<file path="config.mk">
export PLATFORM = sky130hd
export DESIGN_NAME = jstepper_ctl
export DESIGN_NICKNAME = d
export VERILOG_FILES = /design/src/rtl/jstepper_ctl.sv
export SDC_FILE = /design/constraint.sdc
export NUM_CORES = 1
export LEC_CHECK = 0
export BUFFER_PORTS_ARGS = -buffer_cell sky130_fd_sc_hd__buf_4
export CAP_MARGIN = 40
export CELL_PAD_IN_SITES_DETAIL_PLACEMENT = 1
export CELL_PAD_IN_SITES_GLOBAL_PLACEMENT = 1
export CORE_MARGIN = 2
export CORE_UTILIZATION = 35
export DETAILED_ROUTE_END_ITERATION = 12
export GPL_TIMING_DRIVEN = 0
export PLACE_DENSITY = 0.75
export SLEW_MARGIN = 0
export SYNTH_ARGS = -nofsm -noshare
export SYNTH_HDL_FRONTEND = slang
export SYNTH_SLANG_ARGS = --single-unit
</file>
<file path="constraint.sdc">
create_clock -name wclk -period 1.46 [get_ports wclk]
set_clock_uncertainty 0.15 [all_clocks]
set_input_delay 0.146 -clock wclk [delete_from_list [all_inputs] [get_ports wclk]]
set_output_delay 0.146 -clock wclk [all_outputs]
set_load 0.005 [all_outputs]
</file>
<file path="src/rtl/jstepper_ctl.sv">
// Instruction-cycle sequencer: one-hot step ring plus 4-phase clke/clks generation,
// run/halt at instruction boundaries and early end-of-instruction.
module jstepper_ctl #(
  parameter int unsigned NSTEPS = 6
) (
  input  logic              wclk,
  input  logic              wreset,
  input  logic              wrun,
  input  logic              wend,
  output logic [NSTEPS-1:0] bsteps,
  output logic              wclke,
  output logic              wclks,
  output logic              wbit1,
  output logic              wdone,
  output logic              wbusy
);

  typedef enum logic {StHalted, StRun} state_e;

  localparam logic [NSTEPS-1:0] RingFirst = {{(NSTEPS-1){1'b0}}, 1'b1};

  state_e            state_q;
  logic [1:0]        phase_q;
  logic [NSTEPS-1:0] ring_q;

  logic running;
  logic last_phase;
  logic instr_end;

  assign running    = (state_q == StRun);
  assign last_phase = (phase_q == 2'd3);
  // The ring stays one-hot at all times; it is masked off while halted.
  assign instr_end  = running && last_phase && (ring_q[NSTEPS-1] || wend);

  always_ff @(posedge wclk or posedge wreset) begin
    if (wreset) begin
      state_q <= StHalted;
      phase_q <= 2'd0;
      ring_q  <= RingFirst;
    end else begin
      unique case (state_q)
        StHalted: begin
          phase_q <= 2'd0;
          ring_q  <= RingFirst;
          if (wrun) state_q <= StRun;
        end
        StRun: begin
          if (!last_phase) begin
            phase_q <= phase_q + 2'd1;
          end else if (instr_end) begin
            phase_q <= 2'd0;
            ring_q  <= RingFirst;
            state_q <= wrun ? StRun : StHalted;
          end else begin
            phase_q <= 2'd0;
            ring_q  <= {ring_q[NSTEPS-2:0], ring_q[NSTEPS-1]};
          end
        end
        default: begin
          state_q <= StHalted;
          phase_q <= 2'd0;
          ring_q  <= RingFirst;
        end
      endcase
    end
  end

  // clks sits in phase 1, strictly inside the phase 0..2 clke window.
  assign bsteps = running ? ring_q : '0;
  assign wclke  = running && !last_phase;
  assign wclks  = running && (phase_q == 2'd1);
  assign wbit1  = running && ring_q[0];
  assign wdone  = instr_end;
  assign wbusy  = running;

endmodule

</file>
-- Word level (Yosys, flattened, before mapping)
Cells that the tools add are included.
- bits of input ports: 4
- register bits after elaboration: 9
- $add $sub $neg: 1
- multiplexer cells: 10
- bitwise operators: 1
- eq/ne operators: 3
- reduce and logical (&&, ||, !) cells: 7
- operators by type and width (operator ; number):
    $mux W6 ; 3
    $pmux W6 S2 ; 1
    $logic_and A1 B1 Y1 ; 5
    $pmux W2 S2 ; 1
    $mux W1 ; 3
    $add A2 B1 Y2 const B ; 1
    $eq A2 B1 Y1 const B ; 1
    $eq A2 B2 Y1 const B ; 1
    $mux W2 ; 1
    $ne A2 B1 Y1 const B ; 1
    $pmux W1 S2 ; 1
    $logic_not A1 Y1 ; 1
    $logic_or A1 B1 Y1 ; 1
    $not A1 Y1 ; 1

-- Longest topological paths before layout
Gate-level depths: netlist (run 1).
- word-level depth: 6
- mapped depth: 4
- mapped depth without buffers: 3

-- Least setup slack after synthesis (run 1)
No wires, ideal clock.
- path type: reg2reg
- start: register phase_q[0]
- end: register ring_q[5]
- arrival time: 1010 ps
- stages on the path, launching flop included: 5
- clock period less this slack: 1238 ps
- setup slack: 222 ps
- buffers on the path: 1
- library setup time: 77 ps
- path through: dfrtp_1 ha_1 buf_6 nand2b_1 a21oi_1
- word-level cells in the longest chain between the ends: 6
- ends and longest elaborated chain (element ; RTL line ; RTL):
    start: declaration ; 23 ; logic [1:0] phase_q;
    start signal: assignment ; 49 ; phase_q <= phase_q + 2'd1;
    $eq A2 B2 Y1 (*) ; 31 ; assign last_phase = (phase_q == 2'd3);
    $logic_and A1 B1 Y1 (2 in a row) ; 33 ; assign instr_end = running && last_phase && (ring_q[NSTEPS-1] || wend);
    $mux W6 ; 50 ; end else if (instr_end) begin
    $mux W6 ; 48 ; if (!last_phase) begin
    $pmux W6 S2 ; 41 ; unique case (state_q)
    end signal: assignment ; 39 ; ring_q <= RingFirst;
    end signal: assignment ; 44 ; ring_q <= RingFirst;
    end signal: assignment ; 52 ; ring_q <= RingFirst;
    end: declaration ; 24 ; logic [NSTEPS-1:0] ring_q;
Every way passes the cells marked *; elsewhere a longest branch is shown, timed or not. The select of a mux whose other input is x is not followed.
A chain may end at the register's enable or synchronous reset.

-- Final worst setup path (run 1)
- start: register state_q, in the netlist wbusy
- end: output port bsteps[4]
- word-level cells in the longest chain between the ends: 1
- ends and longest elaborated chain (element ; RTL line ; RTL):
    start: declaration ; 22 ; state_e state_q;
    start signal: assignment ; 37 ; state_q <= StHalted;
    start signal: assignment ; 45 ; if (wrun) state_q <= StRun;
    start signal: assignment ; 53 ; state_q <= wrun ? StRun : StHalted;
    $mux W6 ; 69 ; assign bsteps = running ? ring_q : '0;
    end: declaration ; 10 ; output logic [NSTEPS-1:0] bsteps,
Every way passes these cells.

==> results of run 1 <==
## repair_timing
action                     in CTS  in global routing
setup endpoints to repair       3                  4
gates resized for setup         5                  4
pin swaps                       1                  1
setup buffers                   4                  4
hold buffers                    2                  0
hold endpoints to repair        9                  0
## layout make-up
cell class / instances / area, sq um / area share, %
multi-input combinational: 32 / 250.2 / 34.25
buffer: 1 / 7.507 / 1.027
tap: 15 / 18.77 / 2.568
timing repair buffer: 24 / 188.9 / 25.86
sequential: 9 / 227.7 / 31.16
inverter: 3 / 11.26 / 1.541
clock buffer: 4 / 26.28 / 3.596
## logic make-up after synthesis
logic type,synth area share (%)
AO/OA/AOI/OAI,8.483
AND/OR/NAND/NOR,32.65
flip-flops,46.53
adder cells (fa/ha/maj),5.141
buffers and inverters,7.197
## report_power, final
| group | internal [W] | switching, W |
|---|---|---|
| Combinational | 0.000408 | 0.000255 |
| Clock | 0.000105 | 0.0000954 |
| Sequential | 0.000343 | 0.0000753 |
## worst max-delay path by stage
stage | start | end | cells past startpoint
floorplan | phase_q[0] | ring_q[5] | 4
global placement | phase_q[0] | wdone | 5
detailed placement | phase_q[0] | wdone | 5
CTS | wbusy | bsteps[0] | 3
global route | wbusy | bsteps[4] | 3
finish | wbusy | bsteps[4] | 3
## worst max-delay path: cells and delay by family (launching register included)
kind                   cells  cell delay, ns
DFF                        1            0.45
buffers and inverters      2            0.30
and+or+nand+nor            1            0.15
## Yosys cell counts
| library cell | n |
|---|---|
| a21o_1 | 1 |
| a21oi_1 | 5 |
| and2_1 | 7 |
| buf_4 | 1 |
| buf_6 | 1 |
| clkbuf_2 | 1 |
| dfrtp_1 | 8 |
| dfstp_2 | 1 |
| ha_1 | 2 |
| inv_1 | 2 |
| inv_2 | 1 |
| nand2b_1 | 6 |
| nand3_1 | 1 |
| nand4bb_1 | 5 |
| nor2_1 | 3 |
| nor3_1 | 1 |
| o21ai_2 | 1 |
## through the flow
step	utilization (%)	setup WS (ns)	TNS (ns)	hold slack, ns
floorplan	-	0.2222	0	-0.1768
global placement	46.92	0.08210	0	-0.01649
detailed placement	46.92	0.06493	0	-0.001796
CTS	53.37	0.0008272	0	0.03178
global route	56.15	-0.03923	-0.1465	0.07329
finish	56.15	0.0006009	0	0.07114
## state kept, by name, summed over array words and instances, names as in the netlist
signal,count
phase_q,2
wbusy,1
ring_q,6
## layer usage
| layer | GRT usage, % | part of all wire (%) |
|---|---|---|
| met1 | 18.09 | 43 |
| met2 | 26.17 | 53 |
| met3 | 6.383 | 3.6 |
| met4 | 2.419 | 0 |
| met5 | 0 | 0 |
==> load_flow_metrics.sql, run 1 <==
INSERT INTO impl_metrics (metric_group, metric, value, unit) VALUES
('finish', 'num-fill-cells', '151', ''),
('floorplanning', 'start_util', '37.40', '%'),
('setup_path', 'start_kind', 'register', ''),
('timing', 'max_slew.worst_pin.slew', '0.3897', 'ns'),
('route', 'vias', '423', ''),
('setup_path', 'worst_path_max_delay_cell', 'dfrtp_2', ''),
('finish', 'flow.area_growth_from_synthesis', '50.13', '%'),
('power_and_ir_drop', 'worst_ir_drop_vdd', '762.9', 'uV'),
('setup_path', 'timing.critical_path.fanout_max', '6', ''),
('synth', 'avgSynthCellArea', '10.36', 'sq um'),
('route', 'vias_per_cell', '4.807', ''),
('hold_path', 'worst_hold_startpoint', 'wend', ''),
('setup_path', 'critPathKind', 'reg -> out', ''),
('setup_path', 'r2r_setup_slack', '0.18', 'ns'),
('floorplanning', 'std_cell_rows', '13', ''),
('setup_path', 'crit_chain', 'buf_4, and2_1, buf_4', ''),
('setup_path', 'critical_path.reg2reg.endpoint', 'ring_q[5]', ''),
('cts', 'cts_max_path_buffers', '2', ''),
('cts', 'clock-sinks', '9', ''),
('placement', 'placed_cells', '76', ''),
('hold_path', 'worst_hold_path_cells', '3', ''),
('synth', 'ys_ff_latch', '9', ''),
('hold_path', 'hp-class', 'in -> reg', ''),
('synth', 'post-synth-top-area-fraction', '41.13', '%'),
('setup_path', 'r2r_start', 'phase_q[0]', ''),
('synth', 'synth_top_cell_by_area', 'dfrtp_1', ''),
('floorplanning', 'core-area', '1301', 'sq um'),
('synth', 'yosysWarningCount', '0', ''),
('finish', 'design_area', '730.7', 'sq um'),
('global_route', 'vias_in_the_first_global_route', '382', ''),
('outcome', 'status', 'finished, final reports clean', ''),
('setup_path', 'worstPathArrival', '1.16', 'ns'),
('cts', 'tritoncts_buffer_count', '3', ''),
('cts', 'clkSlewWorstSetupHoldPaths', '0.07', 'ns'),
('route', 'drt_pre_antenna_iters', '4', ''),
('power_and_ir_drop', 'power.density', '1755', 'nW/um^2'),
('synth', 'syn_area', '486.7', 'sq um'),
('finish', 'instances_no_fill', '88', ''),
('timing', 'max_freq', '685.2', 'MHz'),
('timing', 'setup_viol', '0', ''),
('synth', 'seq_area_frac_synth', '46.53', '%'),
('timing', 'final-max-slew-violation-count', '0', ''),
('power_and_ir_drop', 'p_leak', '0.3463', 'nW'),
('global_route', 'globalRoute.totalOverflow', '0', ''),
('route', 'drtIter0Drc', '7', ''),
('finish', 'drive_gt1_share', '45.21', '%'),
('timing', 'timing.final.crit_period', '1.459', 'ns'),
('power_and_ir_drop', 'fin_total_pwr', '0.001282', 'W'),
('setup_path', 'timing.reg2reg.worst_path_depth', '4', ''),
('hold_path', 'whs_endpoint', 'ring_q[1]', ''),
('floorplanning', 'chipWidth', '41.29', 'um'),
('synth', 'netlist_instances', '47', ''),
('placement', 'detailed_place.area', '610.6', 'sq um'),
('route', 'routed_wl', '1.302', 'mm'),
('synth', 'synth_cell_types', '17', ''),
('global_route', 'antenna_found_initial', '0', ''),
('synth', 'ys_top_cells_by_area', 'dfrtp_1, nand4bb_1, and2_1, nand2b_1, dfstp_2', ''),
('floorplanning', 'die-height', '41.29', 'um'),
('cts', 'htreeDepth', '1', ''),
('placement', 'globalplace.congestion', '0.6610', ''),
('global_route', 'wire_length_of_the_first_global_routing_pass', '1.628', 'mm'),
('floorplanning', 'top_level_ports', '15', ''),
('placement', 'dp_hpwl', '751', 'um'),
('cts', 'clk_latency', '0.26', 'ns'),
('setup_path', 'cpMostUsedCell', 'buf_4', ''),
('finish', 'most_common_library_cell_in_the_layout_ignoring_fill_and_taps', 'buf_4', ''),
('timing', 'hold_violations', '0', ''),
('global_route', 'largest_net_degree_at_the_start_of_global_routing', '11', ''),
('cts', 'tritoncts', 'done', ''),
('setup_path', 'critPathMaxStageDelay', '0.45', 'ns'),
('timing', 'rsz0062_at_grt', 'yes', '');
(Power assumes the default switching activity.)
==> run 2: changes to the inputs <==
--- a/config.mk
+++ b/config.mk
@@ -9,11 +9,11 @@
 export CAP_MARGIN = 40
 export CELL_PAD_IN_SITES_DETAIL_PLACEMENT = 1
 export CELL_PAD_IN_SITES_GLOBAL_PLACEMENT = 1
-export CORE_MARGIN = 2
-export CORE_UTILIZATION = 35
+export CORE_AREA = 2 2 39 41
 export DETAILED_ROUTE_END_ITERATION = 12
+export DIE_AREA = 0 0 41 43
 export GPL_TIMING_DRIVEN = 0
-export PLACE_DENSITY = 0.75
+export PLACE_DENSITY = 0.78
 export SLEW_MARGIN = 0
 export SYNTH_ARGS = -nofsm -noshare
 export SYNTH_HDL_FRONTEND = slang
==> constraint.sdc (replaced) <==
create_clock -name wclk -period 1.7 [get_ports wclk]
set_clock_uncertainty 0.15 [all_clocks]
set_input_delay 0.17 -clock wclk [delete_from_list [all_inputs] [get_ports wclk]]
set_output_delay 0.17 -clock wclk [all_outputs]
set_load 0.005 [all_outputs]
==> load_flow_metrics.sql, run 2 (synthesis gave the netlist of run 1 again) <==
INSERT INTO impl_metrics (metric_group, metric, value, unit) VALUES
('power_and_ir_drop', 'worst_ir_drop_vdd', '844.9', 'uV'),
('global_route', 'grtUsageMet2', '21.88', '%'),
('setup_path', 'timing.critical_path.fanout_max', '10', ''),
('timing', 'hold-worst-slack', '0.06421', 'ns'),
('finish', 'design_area', '670.6', 'sq um'),
('route', 'vias', '393', ''),
('setup_path', 'end_kind', 'primary output', ''),
('finish', 'flow.area_growth_from_synthesis', '37.79', '%'),
('floorplanning', 'start_util', '35.17', '%'),
('route', 'antenna_violating_nets_post_route', '0', ''),
('cts', 'tritoncts_buffer_count', '3', ''),
('cts', 'clk_latency', '0.27', 'ns'),
('route', 'drt_pre_antenna_iters', '2', ''),
('global_route', 'met1_usage', '19.13', '%'),
('finish', 'most_common_library_cell_in_the_layout_ignoring_fill_and_taps', 'buf_4', ''),
('floorplanning', 'core-area', '1384', 'sq um'),
('global_route', 'vias_in_the_first_global_route', '386', ''),
('cts', 'clkSlewWorstSetupHoldPaths', '0.06', 'ns'),
('setup_path', 'timing.critical_path.from', 'phase_q[0]', ''),
('placement', 'placed_cells', '77', ''),
('finish', 'largest_register', 'ring_q', ''),
('route', 'routed_wl', '1.059', 'mm'),
('cts', 'clock-sinks', '9', ''),
('timing', 'fin_tns_setup', '0', 'ns'),
('finish', 'layout_common_cells', 'buf_4, dfrtp_1, and2_1, nand2b_1', ''),
('timing', 'max_slew.worst_pin.slew', '0.3510', 'ns'),
('setup_path', 'critPathKind', 'reg -> out', ''),
('floorplanning', 'die-height', '43', 'um'),
('timing', 'period_share', '95.60', '%'),
('timing', 'final-max-slew-violation-count', '0', ''),
('route', 'drtIter0Drc', '3', ''),
('setup_path', 'timing.reg2reg.worst_path_depth', '4', ''),
('floorplanning', 'design.die.area', '1763', 'sq um'),
('global_route', 'antenna_found_initial', '0', ''),
('finish', 'antennaDiodeCount', '0', ''),
('timing', 'setup_viol', '0', ''),
('setup_path', 'crit_chain', 'ha_4, buf_6, o21ai_2, nor2_1, buf_4', ''),
('finish', 'finish.net_count', '74', ''),
('route', 'post-route-drc-count', '0', ''),
('power_and_ir_drop', 'p_leak', '0.3172', 'nW'),
('timing', 'maxSlewHeadroom', '76.58', '%'),
('setup_path', 'crit_path_end', 'wdone', ''),
('setup_path', 'worst_path_max_delay_cell', 'dfrtp_1', ''),
('flow_run', 'timing.max_cap.violations', '0', ''),
('cts', 'clockRootBuffer', 'clkbuf_4', ''),
('setup_path', 'r2r_start', 'phase_q[0]', ''),
('hold_path', 'hp-class', 'in -> reg', ''),
('finish', 'drive_gt1_share', '35.82', '%'),
('cts', 'htreeDepth', '1', ''),
('setup_path', 'cp_data_required_time', '1.38', 'ns'),
('route', 'vias_per_cell', '4.735', ''),
('setup_path', 'critPathMaxStageDelay', '0.43', 'ns'),
('global_route', 'met3_global_route_usage', '3.141', '%'),
('global_route', 'largest_net_degree_at_the_start_of_global_routing', '11', ''),
('global_route', 'grt_usage', '14.45', '%'),
('timing', 'hold_violations', '0', ''),
('cts', 'cts_max_path_buffers', '2', ''),
('setup_path', 'critical_path.reg2reg.endpoint', 'ring_q[1]', ''),
('floorplanning', 'chipWidth', '41', 'um'),
('power_and_ir_drop', 'power.density', '1483', 'nW/um^2'),
('finish', 'largest_register_ffs', '6', ''),
('outcome', 'status', 'finished, final reports clean', ''),
('placement', 'numPortBuffers', '14', ''),
('global_route', 'globalRoute.totalOverflow', '0', ''),
('setup_path', 'start_kind', 'register', ''),
('cts', 'tritoncts', 'done', ''),
('floorplanning', 'std_cell_rows', '14', ''),
('timing', 'timing.final.crit_period', '1.625', 'ns'),
('global_route', 'grt.busiest_layer', 'met2', ''),
('setup_path', 'r2r_setup_slack', '0.44', 'ns'),
('timing', 'rsz0062_at_grt', 'no', ''),
('route', 'routed_wire_length_per_instance', '12.76', 'um'),
('placement', 'dp_hpwl', '722.9', 'um'),
('placement', 'globalplace.congestion', '0.7237', ''),
('timing', 'max_freq', '615.3', 'MHz'),
('setup_path', 'worstPathArrival', '1.31', 'ns'),
('finish', 'instances_no_fill', '83', ''),
('floorplanning', 'top_level_ports', '15', ''),
('global_route', 'wire_length_of_the_first_global_routing_pass', '1.697', 'mm'),
('placement', 'detailed_place.area', '611.8', 'sq um');
-- run 2: cell types whose count changed in the layout (fill, tap and decap cells not counted), sizes merged --
| cell | before | now |
|---|---|---|
| buf | 23 | 16 |
| clkbuf | 4 | 5 |
-- run 2: layout make-up --
cell class                      count  area (sq um)
Fill cell                         162         713.2
Multi-Input combinational cell     32         237.7
Sequential cell                     9         226.5
Timing Repair Buffer               16         125.1
Clock buffer                        4         26.28
Buffer                              3         23.77
Tap cell                           16         20.02
Inverter                            3         11.26
-- run 2: power by group --
group / internal (W) / total (W) / switching [W]
logic: 0.000275 / 0.000468 / 0.000194
registers: 0.000294 / 0.000357 / 0.0000625
clock network: 0.0000908 / 0.000170 / 0.0000791
-- run 2: critical path, delay by kind of cell (launching register included) --
kind | cells | cell delay [ns]
AOI/OAI and AO/OA | 1 | 0.08
adders and majority gates | 1 | 0.20
buffers and inverters | 2 | 0.27
and+or+nand+nor | 1 | 0.06
DFF | 1 | 0.43
-- run 2: how the worst min path moves through the flow --
stage | from | depth (start not counted) | slack [ns] | to
2_1_floorplan | wreset | 1 | -0.15 | phase_q[0]
4_1_cts | wend | 3 | 0.07 | ring_q[0]
3_5_place_dp | wreset | 2 | 0.01 | phase_q[0]
5_1_grt | wend | 3 | 0.07 | ring_q[0]
6_report | wend | 3 | 0.06 | ring_q[0]
3_3_place_gp | wreset | 2 | 0.007 | phase_q[0]
-- run 2: layer usage --
layer  up-vias  part of all wire, %
li1        198                    -
met1       182                   45
met2        11                   49
met5         -                    0
met3         2                  4.0
met4         0                  1.4
-- run 2: stage by stage --
stage,total power [W],utilization (%),worst slack (ns)
final,0.0009947,48.46,0.07474
after CTS,0.0009803,47.56,0.0002850
after global routing,0.001083,48.46,0.008941
after detailed placement,0.0008088,44.21,0.2863
after floorplan,0.0006035,-,0.4622
after global placement,0.0007880,44.21,0.2937
-- run 2: repair_timing --
action	4_1_cts	5_1_grt
endpoints found under the hold margin	9	0
gates resized for setup	0	2
setup endpoints to repair	0	1
setup buffers	0	0
hold buffers	2	0
